==> config.mk <==
export PLATFORM = sky130hd
export DESIGN_NAME = dbg_target_flat
export DESIGN_NICKNAME = d
export VERILOG_FILES = /design/src/rtl/dbg_target_pkg.sv /design/src/rtl/dbg_target_if.sv /design/src/rtl/dbg_bp_cmp.sv /design/src/rtl/dbg_target.sv /design/src/flat_wrapper.sv
export SDC_FILE = /design/constraint.sdc
export NUM_CORES = 1
export LEC_CHECK = 0
export CORE_MARGIN = 3
export CORE_UTILIZATION = 56
export DETAILED_ROUTE_END_ITERATION = 8
export PLACE_DENSITY = 0.81
export SETUP_SLACK_MARGIN = 0.02
export SYNTH_ARGS = -nofsm -noshare
export SYNTH_HDL_FRONTEND = slang
export SYNTH_SLANG_ARGS = --single-unit
==> constraint.sdc <==
create_clock -name clk -period 6.34 [get_ports clk]
set_clock_uncertainty 0.15 [all_clocks]
set_input_delay 1.268 -clock clk [delete_from_list [all_inputs] [get_ports clk]]
set_output_delay 1.268 -clock clk [all_outputs]
set_load 0.1 [all_outputs]
==> src/rtl/dbg_target_pkg.sv <==
// dbg_target_pkg: debug-target address map, control bit positions and FSM states
package dbg_target_pkg;
  localparam int GRP_INT = 0;
  localparam int GRP_GPR = 1;
  localparam logic [11:0] REG_CTRL    = 12'h000;
  localparam logic [11:0] REG_HIT     = 12'h001;
  localparam logic [11:0] REG_NPC     = 12'h002;
  localparam logic [11:0] REG_BP_BASE = 12'h010;
  localparam int CTRL_STEP = 0;
  localparam int CTRL_BPEN = 1;
  localparam int BPC_EN    = 0;
  typedef enum logic [1:0] {ST_IDLE, ST_ACCESS, ST_ACK} state_e;
endpackage

==> src/rtl/dbg_target_if.sv <==
// dbg_target_if: debug host bus, host drives the master side, target the slave side
interface dbg_target_if #(
  parameter int ADDR_WIDTH = 16,
  parameter int DATA_WIDTH = 32
);
  logic                  stb;
  logic                  we;
  logic [ADDR_WIDTH-1:0] adr;
  logic [DATA_WIDTH-1:0] wdat;
  logic [DATA_WIDTH-1:0] rdat;
  logic                  ack;
  modport master (output stb, we, adr, wdat, input rdat, ack);
  modport slave (input stb, we, adr, wdat, output rdat, ack);
endinterface

==> src/rtl/dbg_bp_cmp.sv <==
// dbg_bp_cmp: one hardware breakpoint, enable/address register plus PC comparator
module dbg_bp_cmp
  import dbg_target_pkg::*;
#(
  parameter int DATA_WIDTH = 32
) (
  input  logic                  clk,
  input  logic                  rstn,
  input  logic                  wr_en_i,
  input  logic                  wr_adr_i,
  input  logic [DATA_WIDTH-1:0] dat_i,
  input  logic [DATA_WIDTH-1:0] pc_i,
  output logic                  en_o,
  output logic [DATA_WIDTH-1:0] adr_o,
  output logic                  match_o
);
  logic                  en_q, en_d;
  logic [DATA_WIDTH-1:0] adr_q, adr_d;
  // host writes to the breakpoint control and address registers
  always_comb begin
    en_d  = wr_en_i ? dat_i[BPC_EN] : en_q;
    adr_d = wr_adr_i ? dat_i : adr_q;
  end
  // breakpoint state, cleared by reset
  always_ff @(posedge clk or negedge rstn) begin
    if (!rstn) begin
      en_q  <= 1'b0;
      adr_q <= '0;
    end else begin
      en_q  <= en_d;
      adr_q <= adr_d;
    end
  end
  assign en_o    = en_q;
  assign adr_o   = adr_q;
  assign match_o = en_q && pc_i == adr_q;
endmodule

==> src/rtl/dbg_target.sv <==
// dbg_target: debug-bus slave with control/hit registers, hardware breakpoints, single-step and GPR access
module dbg_target
  import dbg_target_pkg::*;
#(
  parameter int ADDR_WIDTH = 16,
  parameter int DATA_WIDTH = 32,
  parameter int NBP        = 2
) (
  input  logic                  clk,
  input  logic                  rstn,
  dbg_target_if.slave           dbg,
  input  logic                  dbg_stall_i,
  output logic                  dbg_bp_o,
  input  logic [DATA_WIDTH-1:0] cpu_pc_i,
  input  logic                  cpu_pc_valid_i,
  output logic [4:0]            gpr_adr_o,
  output logic                  gpr_rd_o,
  output logic                  gpr_we_o,
  output logic [DATA_WIDTH-1:0] gpr_dat_o,
  input  logic [DATA_WIDTH-1:0] gpr_dat_i
);
  localparam int GW = ADDR_WIDTH - 12;
  state_e                state_q, state_d;
  logic [ADDR_WIDTH-1:0] adr_q, adr_d;
  logic                  we_q, we_d;
  logic [DATA_WIDTH-1:0] wdat_q, wdat_d;
  logic [DATA_WIDTH-1:0] rdat_q, rdat_d;
  logic                  ack_q, ack_d;
  logic                  bp_q, bp_d;
  logic                  gpr_rd_q, gpr_rd_d;
  logic                  gpr_we_q, gpr_we_d;
  logic [4:0]            gpr_adr_q, gpr_adr_d;
  logic [DATA_WIDTH-1:0] gpr_dat_q, gpr_dat_d;
  logic [1:0]            ctrl_q, ctrl_d;
  logic [NBP:0]          hit_q, hit_d;
  logic [NBP:0]          hit_set, hit_clr;
  logic [DATA_WIDTH-1:0] npc_q, npc_d;
  logic [NBP-1:0]        bp_en, bp_match, bp_wr_en, bp_wr_adr;
  logic [DATA_WIDTH-1:0] bp_adr [NBP];
  logic [DATA_WIDTH-1:0] int_rd;
  logic [11:0]           off;
  logic                  grp_int, in_gpr, accept, wr_int;
  assign off     = adr_q[11:0];
  assign grp_int = adr_q[ADDR_WIDTH-1:12] == GW'(GRP_INT);
  assign in_gpr  = dbg.adr[ADDR_WIDTH-1:12] == GW'(GRP_GPR);
  assign accept  = state_q == ST_IDLE && dbg.stb;
  assign wr_int  = state_q == ST_ACCESS && we_q && grp_int;
  for (genvar i = 0; i < NBP; i++) begin : g_bp
    localparam logic [11:0] A = REG_BP_BASE + 12'(2 * i);
    assign bp_wr_en[i]  = wr_int && off == A;
    assign bp_wr_adr[i] = wr_int && off == A + 12'd1;
    dbg_bp_cmp #(.DATA_WIDTH(DATA_WIDTH)) u_cmp (
      .clk      (clk),
      .rstn     (rstn),
      .wr_en_i  (bp_wr_en[i]),
      .wr_adr_i (bp_wr_adr[i]),
      .dat_i    (wdat_q),
      .pc_i     (cpu_pc_i),
      .en_o     (bp_en[i]),
      .adr_o    (bp_adr[i]),
      .match_o  (bp_match[i])
    );
  end
  // internal register read mux; unmapped offsets read zero
  always_comb begin
    int_rd = '0;
    if (off == REG_CTRL) int_rd = DATA_WIDTH'(ctrl_q);
    if (off == REG_HIT) int_rd = DATA_WIDTH'(hit_q);
    if (off == REG_NPC) int_rd = npc_q;
    for (int n = 0; n < NBP; n++) begin
      if (off == REG_BP_BASE + 12'(2 * n)) int_rd = DATA_WIDTH'(bp_en[n]);
      if (off == REG_BP_BASE + 12'(2 * n + 1)) int_rd = bp_adr[n];
    end
  end
  // next state: access FSM, GPR strobes, control/hit/npc registers; a hit set beats a same-cycle clear
  always_comb begin
    hit_set   = {cpu_pc_valid_i & ctrl_q[CTRL_STEP],
                 bp_match & {NBP{cpu_pc_valid_i & ctrl_q[CTRL_BPEN]}}} & {(NBP+1){~dbg_stall_i}};
    hit_clr   = wr_int && off == REG_HIT ? wdat_q[NBP:0] : '0;
    state_d   = state_q == ST_IDLE ? (dbg.stb ? ST_ACCESS : ST_IDLE) :
                state_q == ST_ACCESS ? ST_ACK : ST_IDLE;
    adr_d     = accept ? dbg.adr : adr_q;
    we_d      = accept ? dbg.we : we_q;
    wdat_d    = accept ? dbg.wdat : wdat_q;
    ack_d     = state_q == ST_ACCESS;
    rdat_d    = state_q == ST_ACCESS ? (grp_int ? int_rd : gpr_rd_q ? gpr_dat_i : '0) : rdat_q;
    gpr_rd_d  = accept && in_gpr && !dbg.we && dbg_stall_i;
    gpr_we_d  = accept && in_gpr && dbg.we && dbg_stall_i;
    gpr_adr_d = accept && in_gpr ? dbg.adr[4:0] : gpr_adr_q;
    gpr_dat_d = accept && in_gpr && dbg.we ? dbg.wdat : gpr_dat_q;
    ctrl_d    = wr_int && off == REG_CTRL ? wdat_q[1:0] : ctrl_q;
    hit_d     = (hit_q & ~hit_clr) | hit_set;
    npc_d     = |hit_set ? cpu_pc_i : npc_q;
    bp_d      = |hit_set;
  end
  // all state and registered outputs; reset aborts any access in flight
  always_ff @(posedge clk or negedge rstn) begin
    if (!rstn) begin
      state_q   <= ST_IDLE;
      adr_q     <= '0;
      we_q      <= 1'b0;
      wdat_q    <= '0;
      rdat_q    <= '0;
      ack_q     <= 1'b0;
      bp_q      <= 1'b0;
      gpr_rd_q  <= 1'b0;
      gpr_we_q  <= 1'b0;
      gpr_adr_q <= '0;
      gpr_dat_q <= '0;
      ctrl_q    <= '0;
      hit_q     <= '0;
      npc_q     <= '0;
    end else begin
      state_q   <= state_d;
      adr_q     <= adr_d;
      we_q      <= we_d;
      wdat_q    <= wdat_d;
      rdat_q    <= rdat_d;
      ack_q     <= ack_d;
      bp_q      <= bp_d;
      gpr_rd_q  <= gpr_rd_d;
      gpr_we_q  <= gpr_we_d;
      gpr_adr_q <= gpr_adr_d;
      gpr_dat_q <= gpr_dat_d;
      ctrl_q    <= ctrl_d;
      hit_q     <= hit_d;
      npc_q     <= npc_d;
    end
  end
  assign dbg.ack   = ack_q;
  assign dbg.rdat  = rdat_q;
  assign dbg_bp_o  = bp_q;
  assign gpr_rd_o  = gpr_rd_q;
  assign gpr_we_o  = gpr_we_q;
  assign gpr_adr_o = gpr_adr_q;
  assign gpr_dat_o = gpr_dat_q;
endmodule

==> src/flat_wrapper.sv <==
// flat-port wrapper written by rule: the top's interface ports become plain ports
module dbg_target_flat import dbg_target_pkg::*;
#(
  parameter int ADDR_WIDTH = 16,
  parameter int DATA_WIDTH = 32,
  parameter int NBP        = 2
)
  (clk, rstn, dbg_stall_i, dbg_bp_o, cpu_pc_i, cpu_pc_valid_i, gpr_adr_o, gpr_rd_o, gpr_we_o, gpr_dat_o, gpr_dat_i, dbg_stb, dbg_we, dbg_adr, dbg_wdat, dbg_rdat, dbg_ack);
  dbg_target_if #(.ADDR_WIDTH(ADDR_WIDTH), .DATA_WIDTH(DATA_WIDTH)) dbg_i ();
  input  logic clk;
  input  logic rstn;
  input  logic dbg_stall_i;
  output logic dbg_bp_o;
  input  logic [DATA_WIDTH-1:0] cpu_pc_i;
  input  logic cpu_pc_valid_i;
  output logic [4:0] gpr_adr_o;
  output logic gpr_rd_o;
  output logic gpr_we_o;
  output logic [DATA_WIDTH-1:0] gpr_dat_o;
  input  logic [DATA_WIDTH-1:0] gpr_dat_i;
  input wire logic [$bits(dbg_i.stb)-1:0] dbg_stb;
  input wire logic [$bits(dbg_i.we)-1:0] dbg_we;
  input wire logic [$bits(dbg_i.adr)-1:0] dbg_adr;
  input wire logic [$bits(dbg_i.wdat)-1:0] dbg_wdat;
  output wire logic [$bits(dbg_i.rdat)-1:0] dbg_rdat;
  output wire logic [$bits(dbg_i.ack)-1:0] dbg_ack;
  assign dbg_i.stb = dbg_stb;
  assign dbg_i.we = dbg_we;
  assign dbg_i.adr = dbg_adr;
  assign dbg_i.wdat = dbg_wdat;
  assign dbg_rdat = dbg_i.rdat;
  assign dbg_ack = dbg_i.ack;
  dbg_target #(.ADDR_WIDTH(ADDR_WIDTH), .DATA_WIDTH(DATA_WIDTH), .NBP(NBP)) u_core (.clk(clk), .rstn(rstn), .dbg(dbg_i), .dbg_stall_i(dbg_stall_i), .dbg_bp_o(dbg_bp_o), .cpu_pc_i(cpu_pc_i), .cpu_pc_valid_i(cpu_pc_valid_i), .gpr_adr_o(gpr_adr_o), .gpr_rd_o(gpr_rd_o), .gpr_we_o(gpr_we_o), .gpr_dat_o(gpr_dat_o), .gpr_dat_i(gpr_dat_i));
endmodule
# Word level (Yosys, flattened, before mapping)
# Index checks and enable logic that the tools add are counted.
# Widths: inputs -> output; s select.
# op_classes
eq_ne	10
muxes	13
bitwise	8
reduce_logical	21
# ops
op	count
$mux 32	8
$eq 32x32->1	2
$eq 12x5->1 const B	4
$logic_and 1x1->1	16
$eq 12x1->1 const B	1
$eq 12x2->1 const B	1
$logic_not 12->1	1
$and 3x3->3	2
$mux 2	3
$eq 4x1->1 const B	1
$logic_not 4->1	1
$mux 3	1
$not 3->3	1
$or 3x3->3	1
$reduce_or 3->1	1
$and 1x1->1	2
$and 2x2->2	1
$eq 2x1->1 const B	1
$logic_not 2->1	1
$logic_not 1->1	1
$mux 1	1
$not 1->1	1
# totals
reg_bits	227
inputBits	118
output_inout_bits	73
wordCells	70

# Depth between registers and ports, before layout
# logic_depth
depth_word	9
depth_mapped	8
ltp_nobuf	6

# Hierarchy
# A second synthesis with hierarchy kept.
# unflattened
hier_cells	809
area_unflattened_um2	10366.2
# modules_own_cells
mod	n_inst	cells_each	area_each_um2	seq_area_each_um2
dbg_target	1	581	7223.2	4003.8
dbg_bp_cmp	2	114	1571.5	825.8

# Worst setup path before layout
# OpenSTA, ideal clock, no wires.
# synth_path
path_kind	input to register
start	input dbg_stall_i
end	register u_core.npc_q[10]
setup_time_ps	125
t_arrival_ps	2667
t_required_ps	6065
setup_slack_ps	3398
cell_stages	7
path_buffers	1
cell_sequence	and3b_1 > nand4_1 > nor4_1 > and4_1 > a221oi_2 > buf_2 > mux2_2
# synth_between
elab_chain_cells	3
# synth_rtl
element	line	source
from (decl)	flat_wrapper.sv:12	input logic dbg_stall_i;
$not 1->1	dbg_target.sv:78	bp_match & {NBP{cpu_pc_valid_i & ctrl_q[CTRL_BPEN]}}} & {(NBP+1){~dbg_stall_i}};
$and 3x3->3	dbg_target.sv:78	
$reduce_or 3->1	dbg_target.sv:93	npc_d = |hit_set ? cpu_pc_i : npc_q;
to (signal assigned)	dbg_target.sv:127	npc_q <= npc_d;
to (decl)	dbg_target.sv:37	logic [DATA_WIDTH-1:0] npc_q, npc_d;
# No other way between the ends.
# A chain may end at the register's enable or synchronous reset.

# Final worst setup path
# layout_path
start	input dbg_adr[13]
end	register u_core.gpr_dat_q[3], in the netlist u_core.gpr_dat_o[3]
# layout_between
elab_chain_cells	3
# layout_rtl
element	line	source
from (decl)	flat_wrapper.sv:23	input wire logic [$bits(dbg_i.adr)-1:0] dbg_adr;
$eq 4x1->1	dbg_target.sv:45	assign in_gpr = dbg.adr[ADDR_WIDTH-1:12] == GW'(GRP_GPR);
$logic_and 1x1->1 (2 in a row)	dbg_target.sv:90	gpr_dat_d = accept && in_gpr && dbg.we ? dbg.wdat : gpr_dat_q;
to (signal assigned)	dbg_target.sv:124	gpr_dat_q <= gpr_dat_d;
to (decl)	dbg_target.sv:33	logic [DATA_WIDTH-1:0] gpr_dat_q, gpr_dat_d;
# No other way between the ends.

==> results_dict.tcl <==
set metrics [dict create \
    cts_sinks 226 \
    route.met3.wl_um 1770 \
    dieHeight_um 140 \
    worstPathMaxFanout 17 \
    ys_types 47 \
    tns_ns 0 \
    clockBufferDepth 3 \
    htreeDepth 1 \
    clk_latency_ns 0.53 \
    rsz0062_at_grt "false" \
    grt.total_usage_pct 27.2 \
    cp-end-kind "register" \
    synth_edf_count 0 \
    grt_pass1_wl_um 42500 \
    drc_errors 0 \
    wire_per_inst_um 22.8 \
    wl_met1_um 11300 \
    min_path_type "register to register" \
    core_um2 17400 \
    hp-start "u_core.dbg.rdat[6]" \
    cts_setup_buffers 0 \
    drt-pass1-iter-count 6 \
    start_util_pct 57.7 \
    synth_common_cells "dfrtp_1 (226), mux2_2 (148), xnor2_1 (47)" \
    grt_overflow 0 \
    nets 1056 \
    cts_buffers 24 \
    holdPathStages 1 \
    die_w_um 140 \
    timing.final.ws_setup_ns 2.63 \
    synth_top_area_share_pct 56.2 \
    status "complete, no violations" \
    hold_viol_final 0 \
    ant_nets 0 \
    yosysMostFrequentCell "dfrtp_1" \
    power_uw 4370 \
    avgSynthCellArea_um2 13.3 \
    vdd_drop_max_uv 306 \
    hpwl_um 18400 \
    num_rows 48 \
    syn_area_um2 10100 \
    reg2reg_depth 5 \
    post_cts_resized 0 \
    yosys.area.top_type "dfrtp_1" \
    timing.rr.end "u_core.g_bp[0].u_cmp.adr_o[15]" \
    clk_pin_slew_ns 0.06 \
    cp-start-kind "input pin" \
    via_per_inst 6.07 \
    fin_crit_sh_pct 58.5 \
    synth-main-ff-cell "dfrtp_1" \
    path_cells "clkdlybuf4s50_1 -> nor4b_1 -> nand2_1 -> inv_1 -> nand2_1 -> buf_4 -> mux2_2" \
    synth_area_leaders "dfrtp_1 (56%), mux2_2 (17%), xnor2_1 (4.1%)" \
    async_reset_ff_share_pct 100 \
    critPathMostFrequentCell "nand2_1" \
    cts_root_buffer "clkbuf_16" \
    cts_tree "done" \
    drive_gt1_share_pct 22.3 \
    crit_required_ns 6.58 \
    synthToLayoutAreaGrowth_pct 29.0 \
    dr.max_layer_used "met5" \
    syn_inst 758 \
    drt_iter0_markers 476 \
    die-area_um2 19600 \
    worstMarginPinSlew_ns 1.12 \
    num_io_pins 191 \
    critPathArrivalTime_ns 3.95 \
    grt_pass1_vias 7529 \
    timing_worst_setup_path_type "input pin to register" \
    dpl.cell_count 1137 \
    clock.fmax_mhz 270 \
    synth.net_count 876 \
    reg2reg_setup_slack_ns 3.06 \
    setup_viol 0 \
    cap_violations 0 \
    pre_cts_slack_ns 2.10 \
    powerDensity_nw_per_um2 337 \
    antenna_found_initial 2 \
    finalHoldWorstSlack_ns 0.324 \
    slew_viol_final 0 \
    postCtsHoldBufs 0 \
    timing.rr.start "u_core.adr_q[13]" \
    synth-seq-area-share_pct 56.2 \
    p_leak_uw 0.00588 \
    ys_ff_latch 226 \
    port_buffers 190 \
    yosysWarnings 0 \
    wl_met2_um 13300 \
    slowest_stage "nand2_1" \
    finalCriticalPeriod_ns 3.71 \
    vias 7169 \
    grt_start_max_net_pins 116 \
    routed_wl_um 26900 \
    finalWeightedCongestion 0.880 \
    slowest_delay_ns 0.55 \
    fin_cells 1182 \
    max_slew_margin_pct 24.9 \
    hold-path-endpoint "u_core.dbg.rdat[6]" \
]
worst max-delay path by stage:
stage                     start                    to  slack (ns)  depth (start not counted)
global route        dbg_adr[12]  u_core.gpr_dat_o[11]        2.42                          7
floorplan           dbg_stall_i      u_core.npc_q[10]        3.40                          7
detailed placement  dbg_adr[13]   u_core.gpr_dat_o[3]        2.10                          7
global placement    dbg_adr[13]  u_core.gpr_dat_o[10]        2.20                          7
finish              dbg_adr[13]   u_core.gpr_dat_o[3]        2.63                          7
CTS                 dbg_adr[13]   u_core.gpr_dat_o[3]        2.61                          7
critical path, delay by kind of cell:
kind                   cells  cell delay, ns
AND/OR/NAND/NOR            3            1.22
multiplexers               1            0.31
buffers and inverters      3            1.13
layer usage:
metal,GRT usage (%),up-vias
li1,-,3163
met1,37.6,3700
met2,45.8,260
met3,5.09,44
met4,5.71,2
met5,0,-
registers in the layout, indices dropped and copies added, names as in the netlist, 3 cells and up:
name	flops
u_core.wdat_q	32
u_core.npc_q	32
u_core.gpr_adr_o	5
u_core.gpr_dat_o	32
u_core.g_bp.u_cmp.adr_o	64
u_core.hit_q	3
u_core.adr_q	16
u_core.dbg.rdat	32
power breakdown:
part	internal [µW]	leakage [µW]	switching [µW]
combinational	368	0.00249	867
sequential	1610	0.00299	135
clock	833	0.000397	560
total	2810	0.00588	1560
final cells by class:
class / instances / area, µm²
inverters: 7 / 26.3
clock inverters: 6 / 66.3
well taps: 225 / 282
fillers: 1143 / 4450
repair buffers: 201 / 2000
clock buffers: 38 / 733
multi-input cells: 478 / 4200
diodes: 1 / 2.50
flip-flops and latches: 226 / 5660
cells in the final DEF, fill, tap and decap left out, types with 7 or more instances in the layout:
master / count
xnor2_1: 47
nand4_1: 12
buf_4: 10
nand2_1: 36
inv_1: 7
nor4_1: 8
a21oi_1: 37
dfrtp_1: 226
clkbuf_8: 8
a211oi_1: 28
mux2_1: 31
o21ai_0: 11
a222oi_1: 28
clkdlybuf4s50_1: 189
a21o_1: 29
clkbuf_16: 24
xor2_1: 16
mux2_2: 148
cell families (layout without fill, tap and decap cells):
| logic type | Yosys count | count (layout) | share of synthesized area (%) |
|---|---|---|---|
| AO/OA/AOI/OAI | 142 | 142 | 10.2 |
| AND/OR/NAND/NOR | 93 | 93 | 5.40 |
| flip-flops | 226 | 226 | 56.2 |
| multiplexers | 180 | 180 | 20.1 |
| XOR/XNOR | 63 | 63 | 5.49 |
| other | 0 | 1 | 0 |
| buffers and inverters | 54 | 252 | 2.48 |
stage by stage:
step	cell area, µm²	util, %
global placement	12200	69.9
finish	13000	74.5
CTS	13000	74.5
global route	13000	74.5
detailed placement	12200	69.9
floorplan	10100	-
(Power assumes the default switching activity.)
